===== src/rtl/wb_arbiter2.sv =====
// Two-master round-robin Wishbone arbiter sharing one slave; grant held for the whole cyc.
// Optional strobe timeout: define WB_ARB_TIMEOUT_EN to enable TIMEOUT_CYCLES error pulses.
module wb_arbiter2 #(
  parameter int unsigned TIMEOUT_CYCLES = 255
) (
  input  logic        wb_clk_i,
  input  logic        wb_rst_i,
  input  logic [31:0] m0_adr_i,
  input  logic [31:0] m0_dat_i,
  output logic [31:0] m0_dat_o,
  input  logic        m0_we_i,
  input  logic [3:0]  m0_sel_i,
  input  logic        m0_cyc_i,
  input  logic        m0_stb_i,
  output logic        m0_ack_o,
  output logic        m0_err_o,
  input  logic [31:0] m1_adr_i,
  input  logic [31:0] m1_dat_i,
  output logic [31:0] m1_dat_o,
  input  logic        m1_we_i,
  input  logic [3:0]  m1_sel_i,
  input  logic        m1_cyc_i,
  input  logic        m1_stb_i,
  output logic        m1_ack_o,
  output logic        m1_err_o,
  output logic [31:0] s_adr_o,
  output logic [31:0] s_dat_o,
  output logic        s_we_o,
  output logic [3:0]  s_sel_o,
  output logic        s_cyc_o,
  output logic        s_stb_o,
  input  logic [31:0] s_dat_i,
  input  logic        s_ack_i
);

  typedef enum logic [1:0] {IDLE, GRANT0, GRANT1} state_t;

  state_t state, state_nxt;
  logic   last_grant, last_grant_nxt;
  logic   granted_stb;
  logic   timeout;

  // Derived from the masters directly so the timeout path does not loop through s_stb_o.
  assign granted_stb = ((state == GRANT0) && m0_stb_i) || ((state == GRANT1) && m1_stb_i);

`ifdef WB_ARB_TIMEOUT_EN
  localparam int unsigned CW = (TIMEOUT_CYCLES < 2) ? 1 : $clog2(TIMEOUT_CYCLES + 1);

  logic [CW-1:0] wait_cnt;
  logic [CW:0]   wait_inc;

  // Error fires on the cycle that would bring the wait count to TIMEOUT_CYCLES.
  assign wait_inc = {1'b0, wait_cnt} + {{CW{1'b0}}, 1'b1};
  assign timeout  = granted_stb && !s_ack_i && (wait_inc == (CW+1)'(TIMEOUT_CYCLES));

  always_ff @(posedge wb_clk_i) begin
    if (wb_rst_i || (state_nxt == IDLE) || s_ack_i)
      wait_cnt <= '0;
    else if (granted_stb)
      wait_cnt <= wait_cnt + 1'b1;
  end
`else
  assign timeout = (TIMEOUT_CYCLES == 0) && 1'b0;
`endif

  always_ff @(posedge wb_clk_i) begin
    if (wb_rst_i) begin
      state      <= IDLE;
      last_grant <= 1'b1;
    end else begin
      state      <= state_nxt;
      last_grant <= last_grant_nxt;
    end
  end

  always_comb begin
    state_nxt      = state;
    last_grant_nxt = last_grant;
    unique case (state)
      IDLE: begin
        if (m0_cyc_i && (!m1_cyc_i || last_grant)) begin
          state_nxt      = GRANT0;
          last_grant_nxt = 1'b0;
        end else if (m1_cyc_i) begin
          state_nxt      = GRANT1;
          last_grant_nxt = 1'b1;
        end
      end
      GRANT0: if (!m0_cyc_i || timeout) state_nxt = IDLE;
      GRANT1: if (!m1_cyc_i || timeout) state_nxt = IDLE;
      default: state_nxt = IDLE;
    endcase
  end

  always_comb begin
    s_adr_o  = '0;
    s_dat_o  = '0;
    s_we_o   = 1'b0;
    s_sel_o  = '0;
    s_cyc_o  = 1'b0;
    s_stb_o  = 1'b0;
    m0_dat_o = '0;
    m0_ack_o = 1'b0;
    m0_err_o = 1'b0;
    m1_dat_o = '0;
    m1_ack_o = 1'b0;
    m1_err_o = 1'b0;
    unique case (state)
      GRANT0: begin
        s_adr_o  = m0_adr_i;
        s_dat_o  = m0_dat_i;
        s_we_o   = m0_we_i;
        s_sel_o  = m0_sel_i;
        s_cyc_o  = m0_cyc_i;
        s_stb_o  = m0_stb_i;
        m0_dat_o = s_dat_i;
        m0_ack_o = s_ack_i && m0_stb_i && !timeout;
        m0_err_o = timeout;
      end
      GRANT1: begin
        s_adr_o  = m1_adr_i;
        s_dat_o  = m1_dat_i;
        s_we_o   = m1_we_i;
        s_sel_o  = m1_sel_i;
        s_cyc_o  = m1_cyc_i;
        s_stb_o  = m1_stb_i;
        m1_dat_o = s_dat_i;
        m1_ack_o = s_ack_i && m1_stb_i && !timeout;
        m1_err_o = timeout;
      end
      default: ;
    endcase
  end

endmodule


===== config.mk =====
export PLATFORM = sky130hd
export DESIGN_NAME = wb_arbiter2
export DESIGN_NICKNAME = d
export VERILOG_FILES = /design/src/rtl/wb_arbiter2.sv
export SDC_FILE = /design/constraint.sdc
export NUM_CORES = 1
export LEC_CHECK = 0
export ABC_AREA = 1
export CAP_MARGIN = 15
export CORE_AREA = 2 2 122 124
export DETAILED_ROUTE_END_ITERATION = 16
export DIE_AREA = 0 0 124 126
export GPL_TIMING_DRIVEN = 0
export PLACE_DENSITY = 0.61
export SYNTH_ARGS = -nofsm -noshare
export SYNTH_HDL_FRONTEND = slang
export SYNTH_SLANG_ARGS = --single-unit

===== constraint.sdc =====
create_clock -name wb_clk_i -period 1.4 [get_ports wb_clk_i]
set_input_delay 0.28 -clock wb_clk_i [delete_from_list [all_inputs] [get_ports wb_clk_i]]
set_output_delay 0.28 -clock wb_clk_i [all_outputs]
set_load 0.05 [all_outputs]

==> metrics.cfg <==
[yosys]
yosysSeqAreaShare_pct = 3.404
ys_warn_count = 0
netlist.area_leader.share_pct = 45.32
yosysUniqueCellTypes = 13
yosys.area.top_type = nand2_1
synthTopCellsByArea = nand2_1 45%, a21oi_1 21%, inv_1 15%
netlist_instances = 407
netlist_area_sq_mm = 0.001764
ys_seq_elements = 3
syn_avg_cell_area_sq_um = 4.335

[route]
wire_per_inst_um = 14.60
route.vias.total = 3829
viasPerCell = 4.095
dr.first_iter.drc_count = 47
drt-total-wl_um = 13650
postRouteAntennaNets = 0
drtPass1Iterations = 4
drcViolationCount = 0

[place]
port_buffers = 313
place_ws_ps = -935.5
dp_cells = 905
place_congestion = 0.8055
dpl.hpwl_um = 10830

[timing]
drv_slew = 0
fmax_mhz = 537.0
finalCritPeriodShare_pct = 133.0
skew_ps = 0.8800
setup_slack_ps = -462.1
rsz0062_at_grt = true
setup_violations = 137
finalHoldViolations = 0
min_period_ps = 1862

[run]
cap_violations = 0

[clocking]
cts_hold_buf = 0
root_buffer = clkbuf_16
clk_pin_slew_worst_paths_ps = 30
cts.sinks = 3
clock_latency_ps = 220
cts_buffers = 3
cts_tree = built
clk_path_buf_depth = 2
htree_num_levels = 1

[run_status]
status = complete, but fails checks
violations = setup timing

[grt]
antenna_found_initial = 0
grt_start_max_net_pins = 13
grt_pass1_vias = 4010
grt-ovfl-total = 0
grtUsageTotal_pct = 16.13
grt_pass1_wl_um = 20050

[floorplanning]
ios = 316
die_x_um = 124
dieArea_sq_mm = 0.01562
core_sq_mm = 0.01431
rows = 44
fp.dieH_um = 126
start_util_pct = 12.33

[cells_and_area]
fillers = 1300
syn_to_final_growth_pct = 355.0
antenna_cells = 0
seq_area_sq_um = 67.56
nNetsFinal = 933
finalNonFillerCells = 935
utilization_pct = 56.08
multi_input_area_sq_mm = 0.002718
drive_gt1_share_pct = 58.06

[setup_path]
crit_family = buffers and inverters
path_max_fanout = 7
critPathKind = register to primary output
required_ps = 1120
cp.buffers_inverters = 4
max_stage_delay_ps = 360
worst_ep_arrival_time_ps = 1580
cpMaxStageDelayCell = dfxtp_4
cp-start-kind = register
crit_path_cell_trace = inv_4, ha_4, buf_16, clkbuf_16, nand2_1, a21oi_4, buf_6
critPathCaptureType = primary output

[min_path]
hp-class = register to register

[power_and_ir_drop]
p_leak_uw = 0.003115
peakVddDrop_uv = 349.7
power_density_mw_per_mm2 = 655.8

==> sequential cells by signal, summed over array words and instances, names as in the netlist <==
signal / cells
last_grant: 1
state: 2
==> worst min-delay path, stage by stage, from the launching register on <==
cell,delay [ps]
dfxtp_1,290
inv_1,80
o21ai_0,80
==> cell type report <==
cell class	instances	share of cell area, %
clock buffers	4	0.9821
plain buffers	29	6.157
repair buffers	342	48.78
inverters	72	6.516
multi-input cells	301	33.86
well taps	184	2.868
flip-flops and latches	3	0.8418
==> cell families after synthesis <==
group / count (synthesis) / synth area share (%)
AOI/OAI and AO/OA: 75 / 21.28
adders and majority gates: 4 / 2.837
buffers and inverters: 104 / 25.32
DFF: 3 / 3.404
other: 1 / 0.2126
and+or+nand+nor: 220 / 46.95
==> synth_stat cells <==
| library cell | instances |
|---|---|
| nand2_1 | 213 |
| a21oi_1 | 74 |
| inv_1 | 71 |
| buf_2 | 15 |
| buf_4 | 10 |
| clkbuf_1 | 7 |
| nor2_1 | 5 |
| ha_1 | 4 |
| dfxtp_1 | 3 |
| nand3_1 | 2 |
| conb_1 | 1 |
| inv_2 | 1 |
| o21ai_0 | 1 |
==> stage by stage <==
step | setup TNS (ps) | hold slack [ps] | total power, uW | cell area [sq um]
2_1_floorplan | -13060 | 339.4 | 2829 | 3641
3_3_place_gp | -108760 | 488.3 | 4084 | 7004
3_5_place_dp | -110080 | 504.0 | 4123 | 7004
4_1_cts | -54860 | 509.1 | 5119 | 7695
5_1_grt | -61110 | 540.9 | 5511 | 8026
6_report | -52890 | 506.7 | 5263 | 8026
==> worst paths after layout <==
| kind | from | to | slack, ps | depth (start not counted) |
|---|---|---|---|---|
| worst max-delay path | state[1]$_SDFFE_PP0P_ | s_adr_o[5] | -460 | 7 |
| worst min-delay path | last_grant$_SDFFE_PP1P_ | last_grant$_SDFFE_PP1P_ | 510 | 2 |
| worst max register to register | state[1]$_SDFFE_PP0P_ | state[0]$_SDFFE_PP0P_ | 50 | 8 |
| worst min register to register | last_grant$_SDFFE_PP1P_ | last_grant$_SDFFE_PP1P_ | 510 | 2 |
==> cells in the final DEF (no fill, tap or decap), types with 16 or more instances in the layout <==
cell	count
a21oi_4	70
buf_4	16
buf_6	109
buf_8	43
clkbuf_16	17
clkdlybuf4s50_1	176
clkinvlp_4	62
nand2_1	121
nand2_2	20
nand2_4	72
==> report_power, final <==
group	leakage, uW	total [uW]	internal (uW)	switching (uW)
sequential	0.0000262	115	99.2	15.7
combinational	0.00305	4690	2090	2600
clock	0.0000382	455	376	78.8
total	0.00312	5260	2570	2690
==> layer usage <==
layer / routed length [um] / track usage, %
met5: 0 / 0
met3: 1140 / 3.714
met4: 179 / 2.512
met2: 7666 / 33.06
met1: 4660 / 16.28
==> timing repair <==
item                       in CTS  in global routing
setup endpoints to repair     137                139
gates cloned                    7                  4
setup buffers                   8                 10
pin swaps                       4                  8
resized for setup            1017                 58
No activity file was read; power rests on OpenSTA's default activity.
